==> config.mk <==
export PLATFORM = sky130hd
export DESIGN_NAME = fetch_sequencer
export DESIGN_NICKNAME = d
export VERILOG_FILES = /design/src/rtl/fetch_sequencer.sv
export SDC_FILE = /design/constraint.sdc
export NUM_CORES = 1
export LEC_CHECK = 0
export ABC_AREA = 1
export CELL_PAD_IN_SITES_DETAIL_PLACEMENT = 0
export CELL_PAD_IN_SITES_GLOBAL_PLACEMENT = 1
export CORE_MARGIN = 4
export CORE_UTILIZATION = 28
export CTS_BUF_LIST = sky130_fd_sc_hd__clkbuf_16
export DETAILED_ROUTE_END_ITERATION = 8
export PLACE_DENSITY_LB_ADDON = 0.1
export SYNTH_ARGS = -nofsm -noshare
export SYNTH_HDL_FRONTEND = slang
export SYNTH_SLANG_ARGS = --single-unit
==> constraint.sdc <==
create_clock -name clk -period 1.3 [get_ports clk]
set_input_delay 0.26 -clock clk [delete_from_list [all_inputs] [get_ports clk]]
set_output_delay 0.26 -clock clk [all_outputs]
set_load 0.01 [all_outputs]
==> src/rtl/fetch_sequencer.sv <==
// Fetch/decode/issue sequencer: resolves JMP, BAN and STP locally and issues the rest over valid/ready.
// Optional build macro ILLEGAL_TRAP_EN: undefined opcodes halt with illegal=1 instead of being issued.
module fetch_sequencer #(
   parameter logic [7:0] RESET_PC = 8'h00
) (
   input  logic        clk,
   input  logic        rst_n,
   output logic [7:0]  addr,
   input  logic [11:0] ins,
   input  logic        acc_neg,
   input  logic        ir_ready,
   output logic        ir_valid,
   output logic [11:0] ir,
   output logic [3:0]  opcode,
   output logic [7:0]  operand,
   output logic [7:0]  pc,
   output logic        halted,
   output logic        illegal
);

   typedef enum logic [1:0] {
      st_fetch  = 2'd0,
      st_decode = 2'd1,
      st_issue  = 2'd2,
      st_halt   = 2'd3
   } state_t;

   localparam logic [3:0] OP_ADD = 4'b0000;
   localparam logic [3:0] OP_STA = 4'b0010;
   localparam logic [3:0] OP_LDA = 4'b0100;
   localparam logic [3:0] OP_JMP = 4'b1010;
   localparam logic [3:0] OP_BAN = 4'b1100;
   localparam logic [3:0] OP_SHR = 4'b1101;
   localparam logic [3:0] OP_STP = 4'b1111;

   state_t      state, state_next;
   logic [7:0]  pc_next;
   logic [11:0] ir_next;

`ifdef ILLEGAL_TRAP_EN
   logic illegal_q, illegal_next;
`endif

   always_ff @(posedge clk or negedge rst_n) begin
      if (!rst_n) begin
         state <= st_fetch;
         pc    <= RESET_PC;
         ir    <= 12'h000;
`ifdef ILLEGAL_TRAP_EN
         illegal_q <= 1'b0;
`endif
      end else begin
         state <= state_next;
         pc    <= pc_next;
         ir    <= ir_next;
`ifdef ILLEGAL_TRAP_EN
         illegal_q <= illegal_next;
`endif
      end
   end

   always_comb begin
      state_next = state;
      pc_next    = pc;
      ir_next    = ir;
`ifdef ILLEGAL_TRAP_EN
      illegal_next = illegal_q;
`endif
      case (state)
         st_fetch: begin
            ir_next    = ins;
            pc_next    = pc + 8'd1;
            state_next = st_decode;
         end
         st_decode: begin
            case (opcode)
               OP_JMP: begin
                  pc_next    = operand;
                  state_next = st_fetch;
               end
               OP_BAN: begin
                  if (acc_neg) pc_next = operand;
                  state_next = st_fetch;
               end
               OP_STP:                         state_next = st_halt;
               OP_ADD, OP_STA, OP_LDA, OP_SHR: state_next = st_issue;
               default: begin
`ifdef ILLEGAL_TRAP_EN
                  state_next   = st_halt;
                  illegal_next = 1'b1;
`else
                  state_next = st_issue;
`endif
               end
            endcase
         end
         st_issue: begin
            if (ir_ready) state_next = st_fetch;
         end
         default: state_next = st_halt;
      endcase
   end

   assign addr     = pc;
   assign opcode   = ir[11:8];
   assign operand  = ir[7:0];
   assign ir_valid = (state == st_issue);
   assign halted   = (state == st_halt);
`ifdef ILLEGAL_TRAP_EN
   assign illegal  = illegal_q;
`else
   assign illegal  = 1'b0;
`endif

endmodule

After elaboration in Yosys (flattened, before gate mapping) --
Cells that the tools add are included.
Operators by class: multiplexer cells 6, reduce and logical (&&, ||, !) cells 4, add/subtract/negate cells 1, eq/ne operators 9
Operators by type and width (count):
- case mux 8 bit (2 select lines) | 2
- equality test 4 bit (second input constant) | 3
- adder 8 x 1 -> 8 bit (second input constant) | 1
- 2-to-1 mux 8 bit | 1
- case mux 2 bit (3 select lines) | 1
- equality test 2 bit (second input constant) | 2
- case mux 2 bit (2 select lines) | 1
- inequality test 3 x 2 -> 1 bit (second input constant) | 1
- inequality test 3 bit (second input constant) | 1
- AND reduction 3 bit | 1
- equality test 2 x 1 -> 1 bit (second input constant) | 1
- logical NOT 2 bit | 1
- 2-to-1 mux 2 bit | 1
- inequality test 2 bit (second input constant) | 1
- nonzero test 2 bit | 1
- OR reduction 2 bit | 1
Word-level totals: output and inout port bits 43, logic and storage cells 23, register bits after elaboration 22, input port bits 16

Longest topological paths before layout --
depth after elaboration 4, depth in mapped cells 8, gate-level depth less buffers 8

Worst setup path before layout --
Ideal clock, no wire load.
path type reg2reg, from reg pc[1], in the netlist addr[1], to reg pc[6], in the netlist addr[6], data required time 1183 ps, library setup time 117 ps, path slack 59 ps, buffers on the path 0, cell stages (with the launch flop) 9, clock period less this slack 1241 ps, arrival 1124 ps, cells stage by stage dfrtp_1 ha_1 nand3_1 nor2_1 nand2_1 nand3_1 nand2_1 nand2_1 nand2_1
On the way: cells in the longest elaborated chain, start to end 2
Ends and longest elaborated chain:
- from (decl) | line 16 | output logic [7:0] pc,
- from (signal assigned) | line 54 | pc <= pc_next;
- adder 8 x 1 -> 8 bit | line 72 | pc_next = pc + 8'd1;
- case mux 8 bit (2 select lines) | line 69 | case (state)
Every way passes these cells. A chain may end at the register's enable or synchronous reset.

Worst setup path in the final report --
from reg pc[0], in the netlist addr[0], to out pc[0]
No word-level cell between the ends.

==> summary.txt <==
Run status
  • Status: finished with violations
  • Failing checks: negative setup slack

STA
  • Final Max Tran Viols: 0
  • Setup violations, final: 2
  • Final hold slack: 0.3675 ns
  • Final setup skew: 0.001541 ns
  • Fmax: ~760 MHz
  • Setup TNS Final: -0.03713 ns
  • Final hold violations: 0
  • Period utilization: 101.4%
  • Fin crit period: ~1.3 ns
  • Crit path setup slack, layout: -0.01861 ns
  • RSZ-0062 raised after global routing: true

Finish
  • Most common cell after layout, fill and taps aside: nand2_1
  • Post-layout util: between 40% and 50%
  • Final non-filler cell area: between 2000 and 2500 sq um
  • Share of cells above drive strength 1: 23.08%
  • Synthesis-to-layout area growth: 64.87%
  • Commonest non-fill, non-tap cells in the layout: nand2_1, dlygate4sd2_1, dfrtp_1, buf_4
  • Filler cell count in the final layout: between 400 and 500
  • Ant. Diodes: 0
  • Non-Filler Instances: 286
  • Final nets: 253

Synthesis
  • Cell count after synthesis: 171
  • Synth warnings: 0
  • Register area share after synthesis: 42.35%
  • Post-synthesis register bit count: 22
  • Syn Area/Cell: 7.602 sq um
  • Syn Std Cell Area: roughly 1300 sq um
  • Cell variety after synth: 21
  • Synth Net Count: about 190

Clock network
  • H-tree Lvls: 1
  • Num CTS Buffers: 3
  • Clk slew on worst S/H paths: 0.06 ns
  • CTS Hold Buffers Added: 0
  • Clock Sinks: 22
  • CTS tree: yes
  • Root buf cell: clkbuf_16
  • CTS max path bufs: 2
  • Later-pin clock latency in the skew report: about 0.25 ns

Placed design
  • Placed inst area: 1876 sq um
  • DP Cell Count: 271
  • IO buf count: 57
  • RD Place Congestion: 0.8005
  • DP Wirelength: roughly 2500 microns

Detailed routing
  • DRT antenna net count: 0
  • Vias after detailed routing: about 1300
  • WL/cell: roughly 13 microns
  • 1st-iter DRT viols: 64
  • Routed vias/inst: between 4 and 5
  • Detailed Routing Iterations Pass 1: 4
  • WL final: 3733 microns
  • Drc violations: 0

Pwr
  • Sequential power share: between 20 and 30%
  • Clk network pwr share: ~12%
  • Cell leakage power: approximately 1.1 nW
  • Pwr per Cell Area: approximately 2500 nW/um^2
  • Int Pwr: slightly above 3 mW
  • Combinational group share of total power: 62.2%
  • Sw Ratio: between 40% and 50%
  • Switching Power: ~2.3 mW
  • Peak VDD IR: around 0.88 mV

Setup path
  • Crit path depth: 2
  • R2R Path Start: state[0]
  • Worst Path Arrival: between 1 and 1.5 ns
  • Worst setup EP type: output port
  • CP Cell Sequence: buf_4 -> dlygate4sd2_1
  • Crit path capture: pc[0]
  • CP bufs+invs: 2
  • Max incr delay on CP: 0.40 ns
  • R2R setup slack: about 0.020 ns
  • Crit Path Max Fanout: 3
  • Critical R2R Capture: addr[3]
  • CP delay by family, top: buffers and inverters
  • WP data required: ~1.0 ns
  • CP Class: flip-flop to output port
  • CP max-delay cell: dfrtp_1
  • Worst Setup Start Kind: flip-flop
  • Reg2reg path depth: 8
  • CP startpoint: addr[0]

Global route
  • Largest net degree at the start of global routing: 23
  • Vias in the first global route: approximately 1200
  • Grt ovf: 0
  • Total Routing Usage GR: 11.57%
  • First-pass GRT wire length: roughly 5700 microns
  • Initial antenna violation count: 0

Die
  • Die area: slightly below 6000 sq um
  • Core ar.: 4414 sq um
  • DIE HEIGHT: around 76 microns
  • Num rows: 24
  • Initial Util: between 20% and 30%
  • Num ports: about 60
  • Die width: 76.14 microns

Hold path
  • Hold Crit Class: input port to asynchronous set/reset pin

Job
  • Max Cap Violations: 0
## power by group through the flow
stage                     Sequential (mW)  Combinational, mW  Clock [mW]
final                                1.36               3.31       0.650
after global routing                 1.43               3.63       0.680
after CTS                            1.33               2.75       0.658
after detailed placement             1.37               3.09           0
after global placement               1.34               3.09           0
after floorplan                      1.52               1.48           0
## kinds of logic after synthesis
family,count (synthesis),share of synthesized area (%)
XOR/XNOR,2,1.925
AO/OA/AOI/OAI,15,6.255
other,1,0.2885
adder cells (fa/ha/maj),1,0.9623
flip-flops,22,42.35
buffers and inverters,38,17.32
AND/OR/NAND/NOR,92,30.90
## worst min-delay path by stage
stage,slack (ns),cells after the start,to
5_1_grt,0.42,2,addr[5]
4_1_cts,0.38,2,addr[0]
3_3_place_gp,0.51,2,ir[6]
6_report,0.37,2,addr[5]
3_5_place_dp,0.52,2,ir[6]
2_1_floorplan,-0.04,0,addr[0]
## synth_stat cells (all sizes together)
cell type  number  share of area, %
xor2            1               1.3
a21oi           1              0.38
ha              1              0.96
o21bai          2               1.2
inv            14               4.0
dfrtp          22                42
nand2          63                19
nor2            9               2.8
a31oi           1              0.48
nand4           3               2.6
nand3          16               6.2
buf            24                13
conb            1              0.29
o21ai          11               4.2
xnor2           1              0.67
nand3b          1              0.58
## flip-flops by register name, indices dropped and copies added (netlist names)
signal  cells
ir         12
state       2
addr        8
## layout make-up
type	instances	area (sq um)	share of cell area, %
sequential	22	554.3	25.86
timing repair buffer	82	765.7	35.73
timing repair inverter	1	8.758	0.4086
inverter	14	60.06	2.802
multi-input combinational	112	614.3	28.66
tap	52	65.06	3.036
clock buffer	3	75.07	3.503
## stage by stage
stage          setup slack (ns)  power (mW)
2_1_floorplan           0.05946       3.005
3_3_place_gp           -0.09594       4.427
3_5_place_dp            -0.1313       4.454
4_1_cts               -0.001360       4.742
5_1_grt                -0.04218       5.735
6_report               -0.01861       5.314
## timing repair
action / 4_1_cts / 5_1_grt
gates cloned: 0 / 4
pin swaps: 0 / 4
setup endpoints to repair: 43 / 20
buffers inserted: 2 / 6
gates resized for setup: 51 / 44
## layer usage
| layer | track usage (%) | wire length [microns] |
|---|---|---|
| met1 | 15.45 | 1646 |
| met5 | 0 | 0 |
| met4 | 3.147 | 32 |
| met2 | 18.92 | 1880 |
| met3 | 2.364 | 174 |
(Power assumes the default switching activity.)
